<file path="src/rtl/vga_sync_gen_if.sv">
// ============================================================================
//  Module      : vga_sync_gen_if
//  Description : Configuration strobe/parameters and timing outputs of the
//                VGA sync generator, bundled with master/slave views.
//  Revision    : 1.0 - initial release
// ============================================================================
`default_nettype none

interface vga_sync_gen_if #(
  parameter int PULSE_WIDTH     = 8,
  parameter int REZ_MAX_WIDTH   = 11,
  parameter int HL_MARGIN_WIDTH = 8,
  parameter int HR_MARGIN_WIDTH = 8,
  parameter int VL_MARGIN_WIDTH = 8,
  parameter int VR_MARGIN_WIDTH = 8
) ();
  logic                       Load_config;
  logic [PULSE_WIDTH-1:0]     H_sync_pulse;
  logic [PULSE_WIDTH-1:0]     V_sync_pulse;
  logic [REZ_MAX_WIDTH-1:0]   H_count_max;
  logic [REZ_MAX_WIDTH-1:0]   V_count_max;
  logic [HL_MARGIN_WIDTH-1:0] H_left_margin;
  logic [HR_MARGIN_WIDTH-1:0] H_right_margin;
  logic [VL_MARGIN_WIDTH-1:0] V_left_margin;
  logic [VR_MARGIN_WIDTH-1:0] V_right_margin;

  logic                       H_sync;
  logic                       V_sync;
  logic                       Video_on;
  logic [REZ_MAX_WIDTH-1:0]   Pixel_x;
  logic [REZ_MAX_WIDTH-1:0]   Pixel_y;
  logic                       Frame_start;
  logic                       Cfg_applied;
  logic                       Cfg_error;

  modport master (
    output Load_config, H_sync_pulse, V_sync_pulse, H_count_max, V_count_max,
           H_left_margin, H_right_margin, V_left_margin, V_right_margin,
    input  H_sync, V_sync, Video_on, Pixel_x, Pixel_y, Frame_start,
           Cfg_applied, Cfg_error
  );

  modport slave (
    input  Load_config, H_sync_pulse, V_sync_pulse, H_count_max, V_count_max,
           H_left_margin, H_right_margin, V_left_margin, V_right_margin,
    output H_sync, V_sync, Video_on, Pixel_x, Pixel_y, Frame_start,
           Cfg_applied, Cfg_error
  );
endinterface

`default_nettype wire

</file>
<file path="src/rtl/vga_sync_gen.sv">
// ============================================================================
//  Module      : vga_sync_gen
//  Description : Programmable H/V sync, video-enable and pixel-coordinate
//                generator; new timing is swapped in only at frame boundaries.
//  Revision    : 1.0 - initial release
// ============================================================================
`default_nettype none

module vga_sync_gen #(
  parameter int PULSE_WIDTH     = 8,
  parameter int REZ_MAX_WIDTH   = 11,
  parameter int HL_MARGIN_WIDTH = 8,
  parameter int HR_MARGIN_WIDTH = 8,
  parameter int VL_MARGIN_WIDTH = 8,
  parameter int VR_MARGIN_WIDTH = 8,
  parameter int SYNC_ACTIVE_LOW = 1
) (
  input  wire logic     Clk,
  input  wire logic     Rst,
  vga_sync_gen_if.slave bus
);

  typedef logic [REZ_MAX_WIDTH-1:0] coord_t;
  typedef logic [REZ_MAX_WIDTH:0]   wide_t;

  typedef struct packed {
    coord_t                     hmax;
    coord_t                     vmax;
    logic [PULSE_WIDTH-1:0]     hs;
    logic [PULSE_WIDTH-1:0]     vs;
    logic [HL_MARGIN_WIDTH-1:0] hl;
    logic [HR_MARGIN_WIDTH-1:0] hr;
    logic [VL_MARGIN_WIDTH-1:0] vl;
    logic [VR_MARGIN_WIDTH-1:0] vr;
  } cfg_t;

  localparam logic [0:0] S_IDLE     = 1'b0;
  localparam logic [0:0] S_RUN      = 1'b1;
  localparam coord_t     c_ONE      = coord_t'(1);
  localparam wide_t      c_TWO      = wide_t'(2);
  localparam logic       c_SYNC_OFF = (SYNC_ACTIVE_LOW != 0);
  localparam logic       c_SYNC_ON  = (SYNC_ACTIVE_LOW == 0);

  logic [0:0] r_state;
  coord_t     r_h, r_v;
  logic       r_pend;
  cfg_t       r_act, r_stg;

  logic       r_hsync, r_vsync, r_video, r_fs, r_applied, r_error;
  coord_t     r_px, r_py;

  cfg_t   w_in;
  wide_t  w_h_sum, w_v_sum, w_hl0, w_vl0;
  logic   w_cfg_ok, w_load_ok, w_h_end, w_v_end, w_eof;
  logic   w_h_vis, w_v_vis, w_hs_on, w_vs_on;

  assign w_in = '{hmax: bus.H_count_max,   vmax: bus.V_count_max,
                  hs:   bus.H_sync_pulse,  vs:   bus.V_sync_pulse,
                  hl:   bus.H_left_margin, hr:   bus.H_right_margin,
                  vl:   bus.V_left_margin, vr:   bus.V_right_margin};

  // Sums are one bit wider than the counters so large porches cannot wrap.
  assign w_h_sum   = wide_t'(w_in.hs) + wide_t'(w_in.hl) + wide_t'(w_in.hr);
  assign w_v_sum   = wide_t'(w_in.vs) + wide_t'(w_in.vl) + wide_t'(w_in.vr);
  assign w_cfg_ok  = (w_h_sum < wide_t'(w_in.hmax)) && (w_v_sum < wide_t'(w_in.vmax)) &&
                     (wide_t'(w_in.hmax) >= c_TWO) && (wide_t'(w_in.vmax) >= c_TWO);
  assign w_load_ok = bus.Load_config & w_cfg_ok;

  assign w_h_end = (r_h == r_act.hmax - c_ONE);
  assign w_v_end = (r_v == r_act.vmax - c_ONE);
  assign w_eof   = w_h_end & w_v_end;

  assign w_hl0   = wide_t'(r_act.hs) + wide_t'(r_act.hl);
  assign w_vl0   = wide_t'(r_act.vs) + wide_t'(r_act.vl);
  assign w_h_vis = (wide_t'(r_h) >= w_hl0) &&
                   (wide_t'(r_h) + wide_t'(r_act.hr) < wide_t'(r_act.hmax));
  assign w_v_vis = (wide_t'(r_v) >= w_vl0) &&
                   (wide_t'(r_v) + wide_t'(r_act.vr) < wide_t'(r_act.vmax));
  assign w_hs_on = wide_t'(r_h) < wide_t'(r_act.hs);
  assign w_vs_on = wide_t'(r_v) < wide_t'(r_act.vs);

  always_ff @(posedge Clk) begin
    if (Rst) begin
      r_state   <= S_IDLE;
      r_h       <= '0;
      r_v       <= '0;
      r_pend    <= 1'b0;
      r_act     <= '0;
      r_stg     <= '0;
      r_applied <= 1'b0;
      r_error   <= 1'b0;
    end else begin
      r_error   <= bus.Load_config & ~w_cfg_ok;
      r_applied <= 1'b0;
      case (r_state)
        S_IDLE: begin
          if (w_load_ok) begin
            r_act     <= w_in;
            r_state   <= S_RUN;
            r_h       <= '0;
            r_v       <= '0;
            r_applied <= 1'b1;
          end
        end
        default: begin
          if (w_eof) begin
            r_h <= '0;
            r_v <= '0;
            // A load landing on the wrap cycle beats anything already staged.
            if (w_load_ok) begin
              r_act     <= w_in;
              r_pend    <= 1'b0;
              r_applied <= 1'b1;
            end else if (r_pend) begin
              r_act     <= r_stg;
              r_pend    <= 1'b0;
              r_applied <= 1'b1;
            end
          end else begin
            if (w_load_ok) begin
              r_stg  <= w_in;
              r_pend <= 1'b1;
            end
            if (w_h_end) begin
              r_h <= '0;
              r_v <= r_v + c_ONE;
            end else begin
              r_h <= r_h + c_ONE;
            end
          end
        end
      endcase
    end
  end

  always_ff @(posedge Clk) begin
    if (Rst || r_state == S_IDLE) begin
      r_hsync <= c_SYNC_OFF;
      r_vsync <= c_SYNC_OFF;
      r_video <= 1'b0;
      r_px    <= '0;
      r_py    <= '0;
      r_fs    <= 1'b0;
    end else begin
      r_hsync <= w_hs_on ? c_SYNC_ON : c_SYNC_OFF;
      r_vsync <= w_vs_on ? c_SYNC_ON : c_SYNC_OFF;
      r_video <= w_h_vis & w_v_vis;
      r_px    <= (w_h_vis & w_v_vis) ? coord_t'(wide_t'(r_h) - w_hl0) : '0;
      r_py    <= (w_h_vis & w_v_vis) ? coord_t'(wide_t'(r_v) - w_vl0) : '0;
      r_fs    <= (r_h == '0) && (r_v == '0);
    end
  end

  assign bus.H_sync      = r_hsync;
  assign bus.V_sync      = r_vsync;
  assign bus.Video_on    = r_video;
  assign bus.Pixel_x     = r_px;
  assign bus.Pixel_y     = r_py;
  assign bus.Frame_start = r_fs;
  assign bus.Cfg_applied = r_applied;
  assign bus.Cfg_error   = r_error;

endmodule

`default_nettype wire

</file>
<file path="src/flat_wrapper.sv">
// flat-port wrapper written by rule: the top's interface ports become plain ports
module vga_sync_gen_flat 
#(
  parameter int PULSE_WIDTH     = 8,
  parameter int REZ_MAX_WIDTH   = 11,
  parameter int HL_MARGIN_WIDTH = 8,
  parameter int HR_MARGIN_WIDTH = 8,
  parameter int VL_MARGIN_WIDTH = 8,
  parameter int VR_MARGIN_WIDTH = 8,
  parameter int SYNC_ACTIVE_LOW = 1
)
  (Clk, Rst, bus_Load_config, bus_H_sync_pulse, bus_V_sync_pulse, bus_H_count_max, bus_V_count_max, bus_H_left_margin, bus_H_right_margin, bus_V_left_margin, bus_V_right_margin, bus_H_sync, bus_V_sync, bus_Video_on, bus_Pixel_x, bus_Pixel_y, bus_Frame_start, bus_Cfg_applied, bus_Cfg_error);
  vga_sync_gen_if #(.PULSE_WIDTH(PULSE_WIDTH), .REZ_MAX_WIDTH(REZ_MAX_WIDTH), .HL_MARGIN_WIDTH(HL_MARGIN_WIDTH), .HR_MARGIN_WIDTH(HR_MARGIN_WIDTH), .VL_MARGIN_WIDTH(VL_MARGIN_WIDTH), .VR_MARGIN_WIDTH(VR_MARGIN_WIDTH)) bus_i ();
  input  wire logic Clk;
  input  wire logic Rst;
  input wire logic [$bits(bus_i.Load_config)-1:0] bus_Load_config;
  input wire logic [$bits(bus_i.H_sync_pulse)-1:0] bus_H_sync_pulse;
  input wire logic [$bits(bus_i.V_sync_pulse)-1:0] bus_V_sync_pulse;
  input wire logic [$bits(bus_i.H_count_max)-1:0] bus_H_count_max;
  input wire logic [$bits(bus_i.V_count_max)-1:0] bus_V_count_max;
  input wire logic [$bits(bus_i.H_left_margin)-1:0] bus_H_left_margin;
  input wire logic [$bits(bus_i.H_right_margin)-1:0] bus_H_right_margin;
  input wire logic [$bits(bus_i.V_left_margin)-1:0] bus_V_left_margin;
  input wire logic [$bits(bus_i.V_right_margin)-1:0] bus_V_right_margin;
  output wire logic [$bits(bus_i.H_sync)-1:0] bus_H_sync;
  output wire logic [$bits(bus_i.V_sync)-1:0] bus_V_sync;
  output wire logic [$bits(bus_i.Video_on)-1:0] bus_Video_on;
  output wire logic [$bits(bus_i.Pixel_x)-1:0] bus_Pixel_x;
  output wire logic [$bits(bus_i.Pixel_y)-1:0] bus_Pixel_y;
  output wire logic [$bits(bus_i.Frame_start)-1:0] bus_Frame_start;
  output wire logic [$bits(bus_i.Cfg_applied)-1:0] bus_Cfg_applied;
  output wire logic [$bits(bus_i.Cfg_error)-1:0] bus_Cfg_error;
  assign bus_i.Load_config = bus_Load_config;
  assign bus_i.H_sync_pulse = bus_H_sync_pulse;
  assign bus_i.V_sync_pulse = bus_V_sync_pulse;
  assign bus_i.H_count_max = bus_H_count_max;
  assign bus_i.V_count_max = bus_V_count_max;
  assign bus_i.H_left_margin = bus_H_left_margin;
  assign bus_i.H_right_margin = bus_H_right_margin;
  assign bus_i.V_left_margin = bus_V_left_margin;
  assign bus_i.V_right_margin = bus_V_right_margin;
  assign bus_H_sync = bus_i.H_sync;
  assign bus_V_sync = bus_i.V_sync;
  assign bus_Video_on = bus_i.Video_on;
  assign bus_Pixel_x = bus_i.Pixel_x;
  assign bus_Pixel_y = bus_i.Pixel_y;
  assign bus_Frame_start = bus_i.Frame_start;
  assign bus_Cfg_applied = bus_i.Cfg_applied;
  assign bus_Cfg_error = bus_i.Cfg_error;
  vga_sync_gen #(.PULSE_WIDTH(PULSE_WIDTH), .REZ_MAX_WIDTH(REZ_MAX_WIDTH), .HL_MARGIN_WIDTH(HL_MARGIN_WIDTH), .HR_MARGIN_WIDTH(HR_MARGIN_WIDTH), .VL_MARGIN_WIDTH(VL_MARGIN_WIDTH), .VR_MARGIN_WIDTH(VR_MARGIN_WIDTH), .SYNC_ACTIVE_LOW(SYNC_ACTIVE_LOW)) u_core (.Clk(Clk), .Rst(Rst), .bus(bus_i));
endmodule
</file>
<file path="config.mk">
export PLATFORM = sky130hd
export DESIGN_NAME = vga_sync_gen_flat
export DESIGN_NICKNAME = d
export VERILOG_FILES = /design/src/rtl/vga_sync_gen_if.sv /design/src/rtl/vga_sync_gen.sv /design/src/flat_wrapper.sv
export SDC_FILE = /design/constraint.sdc
export NUM_CORES = 1
export LEC_CHECK = 0
export CAP_MARGIN = 5
export CORE_AREA = 2 2 157 159
export CTS_BUF_LIST = sky130_fd_sc_hd__clkbuf_4
export DETAILED_ROUTE_END_ITERATION = 7
export DIE_AREA = 0 0 159 161
export PLACE_DENSITY = 0.78
export SLEW_MARGIN = 20
export SYNTH_ARGS = -nofsm -noshare
export SYNTH_HDL_FRONTEND = slang
export SYNTH_SLANG_ARGS = --single-unit
export TNS_END_PERCENT = 50
</file>
<file path="constraint.sdc">
create_clock -name Clk -period 5 [get_ports Clk]
set_input_delay 0.5 -clock Clk [delete_from_list [all_inputs] [get_ports Clk]]
set_output_delay 0.5 -clock Clk [all_outputs]
set_load 0.01 [all_outputs]
</file>
==> qor.csv, run 1 <==
stage;metric;value;unit
placed_design;io_buffer_count;100;
logic_synthesis;syn_nets;1720;
placed_design;dp_worst_setup_slack;-0.6458;ns
timing;hold_violation_total_from_the_final_report;0;
setup_path;reg2reg_slack;0.26;ns
floorplan;rows;57;
finish;drive_gt1_frac;0.09392;
hold_path;timing.hold.worst.start;bus_H_left_margin[0];
clocking;buffers_inserted_by_post_cts_timing_repair;0;
setup_path;setup.worst_path.end_class;register;
setup_path;worst-path-max-fanout;16;
setup_path;r2r_end;u_core.bus.Pixel_x[9];
timing;fmax;208.6;MHz
setup_path;worstRegToRegCells;19;
hold_path;holdPathStages;4;
power;total_leakage_power;7.152;nW
logic_synthesis;synthArstFlopShare;0;
setup_path;cells_traversed_along_the_worst_timing_path;clkdlybuf4s50_1, ha_2, inv_1, fa_2, buf_4, fa_1, nor2b_1, o21ai_0, a21boi_1, o21a_1, nor2_1, xnor2_1, ha_1, a211oi_2, nand3_1, a31oi_2, buf_4, o32ai_2, buf_4, o21ai_4, buf_12, buf_4, mux2i_1, a211oi_1;
detailed_routing;drt_pre_antenna_iters;5;
floorplan;initial_utilization;0.5436;
detailed_routing;drt-vias-per-instance;5.759;
placed_design;detailed_place_hpwl;24820;um
clocking;clock_path_buffers;2;
logic_synthesis;cell_variety_after_synth;64;
floorplan;top_level_ports;101;
logic_synthesis;yosys_register_bits;192;
clocking;hold_buffers;0;
floorplan;die_area;25600;sq um
clocking;worstSkewPairLatency;0.62;ns
grt;grt_overflow;0;
grt;antenna_found_initial;1;
hold_path;min_delay_worst_endpoint;u_core.r_stg[24];
floorplan;core_region_area;23960;sq um
setup_path;start_kind;input pin;
logic_synthesis;synthesis.area;13030;sq um
setup_path;worst_ep_required_time;5.45;ns
timing;finalSetupViolations;0;
clocking;numClockSinks;192;
finish;area.sequential;3844;sq um
timing;report.final.slew_viol_count;0;
timing;final_period_utilization;0.9590;
finish;multi_input_comb_area;8428;sq um
setup_path;slowest_delay;0.48;ns
timing;skew;0.02793;ns
detailed_routing;first_iter_violations;841;
finish;nFillCells;2038;
clocking;post_cts.resized_instances;0;
floorplan;dieHeight;161;um
clocking;clk_pin_slew;0.16;ns
logic_synthesis;synth-main-ff-cell;sky130_fd_sc_hd__dfxtp_1;
detailed_routing;wire_per_inst;16.71;um
logic_synthesis;ys_seq_area_frac;0.2951;
detailed_routing;routed-via-count;11253;
logic_synthesis;synth_area_per_cell;8.702;sq um
power;peakVddDrop;0.1622;mV
hold_path;min_path_type;input pin to register;
logic_synthesis;yosys_warnings;0;
timing;setup_ws_post_layout;0.2052;ns
detailed_routing;antenna_left;0;
grt;first_global_vias;10494;
placed_design;place.gp.congestion;0.8755;
grt;gr-usage-all-layers;0.2503;
logic_synthesis;edff_count_synth;0;
setup_path;dominant_cell_type_by_count_on_the_critical_path;sky130_fd_sc_hd__buf_4;
timing;slew_headroom;0.3220;
finish;post-route-cell-area;15210;sq um
logic_synthesis;syn_inst;1497;
floorplan;dieWidth;159;um
clocking;cts_buffer_count;17;
power;fin_total_pwr;5.455;mW
timing;period_minus_slack;4.795;ns
finish;design.final.nets;1839;
detailed_routing;drc;0;
clocking;tritoncts;built;
setup_path;worstReg2RegStart;u_core.r_act[0];
placed_design;place_area;14770;sq um
run;drv_cap;0;
grt;global_route_wire_length_before_repair;52480;um
power;power-per-cell-area;358.6;nW/um^2
clocking;cts_root_buf;sky130_fd_sc_hd__clkbuf_4;
setup_path;timing.critical_path.arrival;5.24;ns
setup_path;criticalPathCategory;input pin to register;
grt;grt_start_max_net_pins;103;
timing;tightestPinTransition;1.017;ns
detailed_routing;total_wire_length;32650;um
outcome;status;finished clean;
finish;area.growth.synth_to_final;16.78;%
setup_path;cp_slowest_cell;sky130_fd_sc_hd__clkdlybuf4s50_1;
clocking;cts-htree-levels;4;
==> metal layers <==
| metal | global-route usage | part of all wire | up-vias |
|---|---|---|---|
| met4 | 0.07727 | 0.019 | 0 |
| met1 | 0.3615 | 0.49 | 5254 |
| met2 | 0.3858 | 0.44 | 330 |
| li1 | - | - | 5625 |
| met3 | 0.03878 | 0.051 | 44 |
| met5 | 0 | 0 | - |
==> power breakdown <==
part	internal (mW)	leakage [nW]	switching, mW
sequential	1.72	1.57	0.196
combinational	1.27	5.44	1.41
clock	0.263	0.150	0.600
==> final cells by class <==
class / count / share of cell area
diodes: 1 / 0.0001645
clock buffers: 17 / 0.008390
clock inverters: 15 / 0.009706
inverters: 116 / 0.02862
multi-input cells: 1100 / 0.5540
flip-flops and latches: 192 / 0.2527
well taps: 324 / 0.02665
repair buffers: 189 / 0.1198
==> state kept, by name, indices dropped and copies added (netlist names), 11 cells and up <==
signal	cells
u_core.bus.Pixel_x	11
u_core.r_v	11
u_core.r_act	70
u_core.bus.Pixel_y	11
u_core.r_h	11
u_core.r_stg	70
==> worst max path at each step <==
stage / from / end / slack [ns] / depth (start not counted)
floorplan: bus_V_left_margin[0] / u_core.r_act[40] / 0.31 / 23
finish: bus_V_sync_pulse[0] / u_core.r_act[23] / 0.21 / 24
CTS: bus_V_sync_pulse[0] / u_core.r_stg[32] / 0.01 / 27
global route: bus_V_left_margin[0] / u_core.r_stg[11] / -0.04 / 25
detailed placement: bus_V_sync_pulse[0] / u_core.r_stg[32] / -0.65 / 27
global placement: bus_V_sync_pulse[0] / u_core.r_act[31] / -0.49 / 24
==> kinds of logic after synthesis <==
logic type,share of synthesized area
AOI/OAI and AO/OA,0.1928
and+or+nand+nor,0.1291
buffers and inverters,0.06772
DFF,0.2951
adders and majority gates,0.1498
muxes,0.1083
xor gates and xnor gates,0.05715
==> Yosys cell counts, drive strengths merged (17+ instances only) <==
library cell,count,area (sq um)
xnor2,65,569.3
nand2,30,112.6
o21ai,47,246.5
a21oi,146,730.7
nor2,131,491.7
a211oi,76,570.6
ha,140,1752
clkbuf,61,229.0
xor2,20,175.2
buf,28,217.7
dfxtp,192,3844
nand3,17,85.08
inv,116,435.4
nor3,33,165.2
mux2i,141,1411
nor2b,21,131.4
a21o,35,262.8
==> critical path: cells and delay by family <==
family | cells | cell delay, ns
muxes | 1 | 0.31
buffers and inverters | 7 | 1.37
and+or+nand+nor | 3 | 0.31
AOI/OAI and AO/OA | 8 | 1.26
adders and majority gates | 4 | 1.36
xor gates and xnor gates | 1 | 0.13
==> cells in the final DEF, fill, tap and decap left out, types with 34 or more instances in the layout <==
master / instances
sky130_fd_sc_hd__nor2_1: 129
sky130_fd_sc_hd__o21ai_0: 43
sky130_fd_sc_hd__a21oi_1: 142
sky130_fd_sc_hd__xnor2_1: 64
sky130_fd_sc_hd__dfxtp_1: 192
sky130_fd_sc_hd__a21o_1: 34
sky130_fd_sc_hd__a211oi_1: 75
sky130_fd_sc_hd__mux2i_1: 135
sky130_fd_sc_hd__buf_4: 76
sky130_fd_sc_hd__inv_1: 116
sky130_fd_sc_hd__ha_1: 139
sky130_fd_sc_hd__clkdlybuf4s50_1: 96
==> per-stage QoR <==
stage                       util   TNS, ns  cells  hold WS [ns]
after floorplan                -         0   1497        0.4627
after global routing      0.6348  -0.08839   1954        0.2803
after detailed placement  0.6164    -88.52   1920        0.4824
final                     0.6348         0   1954        0.3279
after global placement    0.6164    -69.58   1920        0.4733
after CTS                 0.6279         0   1952        0.3832
No activity file was read; power rests on OpenSTA's default activity.
==> inputs of run 2 (changes only) <==
Settings changed: CORE_AREA 2 2 157 159 to 2 2 145 147, DIE_AREA 0 0 159 161 to 0 0 147 149, PLACE_DENSITY 0.78 to 0.87.
Clock period 5 ns to 6.2 ns, I/O delays scaled along.
==> run 2 against run 1 <==
Compared with the run above: clock skew grew 0.0043 ns; worst hold slack gained 0.18 ns; cell area shrank 5.5%; die area shrank 14%; largest power group unchanged; highest routed layer unchanged; global-route usage grew 4.4 points; critical path type unchanged.
==> qor.csv, run 2 (synthesis gave the netlist of run 1 again) <==
stage;metric;value;unit;change
setup_path;critical_path.n_buffers_inverters;4;;was 7
placed_design;place.gp.congestion;0.8859;;was 0.8755
timing;report.final.slew_viol_count;0;;unchanged
setup_path;slowest_delay;0.55;ns;was 0.48 ns
setup_path;start_kind;input pin;;unchanged
setup_path;worst_ep_required_time;6.72;ns;was 5.45 ns
setup_path;worstRegToRegCells;18;;was 19
clocking;numClockSinks;192;;unchanged
placed_design;io_buffer_count;100;;unchanged
setup_path;timing.critical_path.max_delay_family;compound AO/OA/AOI/OAI gates;;was buffers and inverters
clocking;buffers_inserted_by_post_cts_timing_repair;0;;unchanged
grt;grt_overflow;0;;unchanged
power;total_leakage_power;6.726;nW;was 7.152 nW
outcome;status;finished clean;;unchanged
timing;hold_violation_total_from_the_final_report;0;;unchanged
timing;finalSetupViolations;0;;unchanged
finish;area.growth.synth_to_final;10.37;%;was 16.78%
power;power-per-cell-area;295.7;nW/um^2;was 358.6 nW/um^2
detailed_routing;wire_per_inst;17.33;um;was 16.71 um
setup_path;reg2reg_slack;1.04;ns;was 0.26 ns
power;peakVddDrop;0.1858;mV;was 0.1622 mV
detailed_routing;first_iter_violations;958;;was 841
timing;final.setup.tns;0;ns;unchanged
finish;reg.largest.list;u_core.r_act: 70 flops, u_core.r_stg: 70 flops;;unchanged
floorplan;core_region_area;20560;sq um;was 23960 sq um
timing;slew_headroom;0.3019;;was 0.3220
finish;layoutNonFillerInstCount;1827;;was 1954
clocking;cts-htree-levels;4;;unchanged
timing;tightestPinTransition;1.047;ns;was 1.017 ns
finish;design.final.nets;1761;;was 1839
hold_path;holdPathStages;2;;was 4
detailed_routing;drt-vias-per-instance;6.148;;was 5.759
timing;fmax;181.1;MHz;
floorplan;rows;53;;was 57
finish;commonest_non_fill_non_tap_cells_in_the_layout;sky130_fd_sc_hd__dfxtp_1, sky130_fd_sc_hd__a21oi_1, sky130_fd_sc_hd__mux2i_1;;was sky130_fd_sc_hd__dfxtp_1, sky130_fd_sc_hd__a21oi_1, sky130_fd_sc_hd__ha_1
setup_path;worstReg2RegStart;u_core.r_v[0];;was u_core.r_act[0]
placed_design;number_of_cells_after_detailed_placement;1794;;was 1920
detailed_routing;antenna_left;0;;unchanged
setup_path;setup.worst_path.end_class;register;;unchanged
hold_path;min_delay_worst_endpoint;u_core.r_h[1];;was u_core.r_stg[24]
grt;gr-usage-all-layers;0.2948;;was 0.2503
floorplan;die_area;21900;sq um;was 25600 sq um
placed_design;detailed_place_hpwl;23580;um;was 24820 um
floorplan;initial_utilization;0.6337;;was 0.5436
clocking;worstSkewPairLatency;0.64;ns;was 0.62 ns
floorplan;dieWidth;147;um;was 159 um
setup_path;cp_slowest_cell;sky130_fd_sc_hd__clkdlybuf4s50_1;;unchanged
placed_design;dp_worst_setup_slack;0.1630;ns;was -0.6458 ns
setup_path;r2r_end;u_core.bus.Pixel_x[3];;was u_core.bus.Pixel_x[9]
detailed_routing;total_wire_length;31650;um;was 32650 um
setup_path;cells_traversed_along_the_worst_timing_path;clkdlybuf4s50_1, ha_1, inv_1, fa_1, inv_1, ha_1, a21o_1, a21oi_1, o21ai_0, a21oi_1, nor2b_1, o21a_1, nor3_1, nor2_1, ha_1, nand2_1, nor3_1, a21oi_1, o32ai_1, nor2_1, o211ai_1, buf_12, mux2i_1, nor2_1;;was clkdlybuf4s50_1, ha_2, inv_1, fa_2, buf_4, fa_1, nor2b_1, o21ai_0, a21boi_1, o21a_1, nor2_1, xnor2_1, ha_1, a211oi_2, nand3_1, a31oi_2, buf_4, o32ai_2, buf_4, o21ai_4, buf_12, buf_4, mux2i_1, a211oi_1
floorplan;dieHeight;149;um;was 161 um
clocking;cts_buffer_count;17;;unchanged
detailed_routing;routed-via-count;11232;;was 11253
clocking;cts_root_buf;sky130_fd_sc_hd__clkbuf_4;;unchanged
clocking;clock_path_buffers;2;;unchanged
clocking;hold_buffers;0;;unchanged
detailed_routing;drc;0;;unchanged
grt;global_route_wire_length_before_repair;52270;um;was 52480 um
timing;period_minus_slack;5.523;ns;
floorplan;top_level_ports;101;;unchanged
grt;antenna_found_initial;1;;unchanged
setup_path;criticalPathCategory;input pin to register;;unchanged
grt;first_global_vias;10565;;was 10494
timing;final_period_utilization;0.8908;;
clocking;clk_pin_slew;0.19;ns;was 0.16 ns
setup_path;timing.critical_path.arrival;6.04;ns;was 5.24 ns
run;drv_cap;0;;unchanged
clocking;tritoncts;built;;unchanged
timing;setup_ws_post_layout;0.6770;ns;was 0.2052 ns
grt;grt_start_max_net_pins;104;;was 103
finish;drive_gt1_frac;0.03482;;was 0.09392
hold_path;timing.hold.worst.start;Rst;;was bus_H_left_margin[0]
timing;rsz_0062_raised_after_global_routing;false;;
detailed_routing;drt_pre_antenna_iters;6;;was 5
finish;layout.cells.most_common;sky130_fd_sc_hd__dfxtp_1;;unchanged
clocking;post_cts.resized_instances;0;;unchanged
setup_path;worst-path-max-fanout;70;;was 16
hold_path;min_path_type;input pin to register;;unchanged
timing;skew;0.03223;ns;was 0.02793 ns
finish;final_core_utilization;0.6994;;was 0.6348
==> run 2: cell types whose count changed in the layout (fill, tap and decap cells not counted), sizes merged <==
cell / before / now
clkdlybuf4s50: 96 / 99
inv: 123 / 122
clkbuf: 18 / 17
dlymetal6s2s: 3 / 0
bufinv: 1 / 0
buf: 89 / 12
clkinv: 6 / 9
clkinvlp: 1 / 0
==> run 2: worst reg2reg max path, delay by kind of cell (launching register included) <==
kind	cells	cell delay (ns)
adders and majority gates	3	1.02
xor gates and xnor gates	1	0.15
and+or+nand+nor	5	1.67
AOI/OAI and AO/OA	9	1.76
DFF	1	0.47
==> run 2: through the flow <==
step | total power, mW | area [sq um] | hold WS, ns
finish | 4.252 | 14380 | 0.5075
global placement | 3.467 | 14080 | 0.4720
floorplan | 3.086 | 13030 | 0.4627
CTS | 4.232 | 14380 | 0.4753
detailed placement | 3.541 | 14080 | 0.4839
global route | 4.564 | 14380 | 0.5019
==> run 2: how the worst max path moves through the flow <==
| stage | from | endpoint | cells after the start | slack (ns) |
|---|---|---|---|---|
| after CTS | bus_H_left_margin[0] | u_core.r_stg[26] | 24 | 0.77 |
| after global routing | bus_H_left_margin[0] | u_core.r_v[9] | 23 | 0.24 |
| final | bus_H_left_margin[0] | u_core.r_stg[26] | 24 | 0.68 |
| after floorplan | bus_V_left_margin[0] | u_core.r_act[40] | 23 | 1.39 |
| after global placement | bus_H_left_margin[0] | u_core.r_v[3] | 23 | 0.34 |
| after detailed placement | bus_V_left_margin[0] | u_core.r_stg[63] | 24 | 0.16 |
==> run 2: metal layers <==
layer  share of wire  global-route usage  up-vias
met4           0.027             0.09904        0
met1            0.46              0.4103     5322
met2            0.45              0.4711      397
met5               0                   0        -
li1                -                   -     5445
met3           0.065             0.04495       68
==> run 2: power by group <==
| group | internal, mW | switching, mW |
|---|---|---|
| sequential | 1.39 | 0.162 |
| combinational | 0.916 | 1.09 |
| clock | 0.186 | 0.507 |
| total | 2.49 | 1.76 |
==> run 2: cell type report <==
class	instances	area (sq um)
multi-input cells	1100	8314
clock buffers	17	127.6
repair buffers	111	1144
clock inverters	15	166.4
fillers	1591	6180
inverters	116	435.4
diodes	1	2.502
well taps	275	344.1
flip-flops and latches	192	3844
==> inputs of run 3 (changes only) <==
Settings changed: HOLD_SLACK_MARGIN set to 0.05, SLEW_MARGIN 20 to unset.
==> results of run 3 <==
Same layout as run 2: the final DEF is identical, and so are final timing and power.
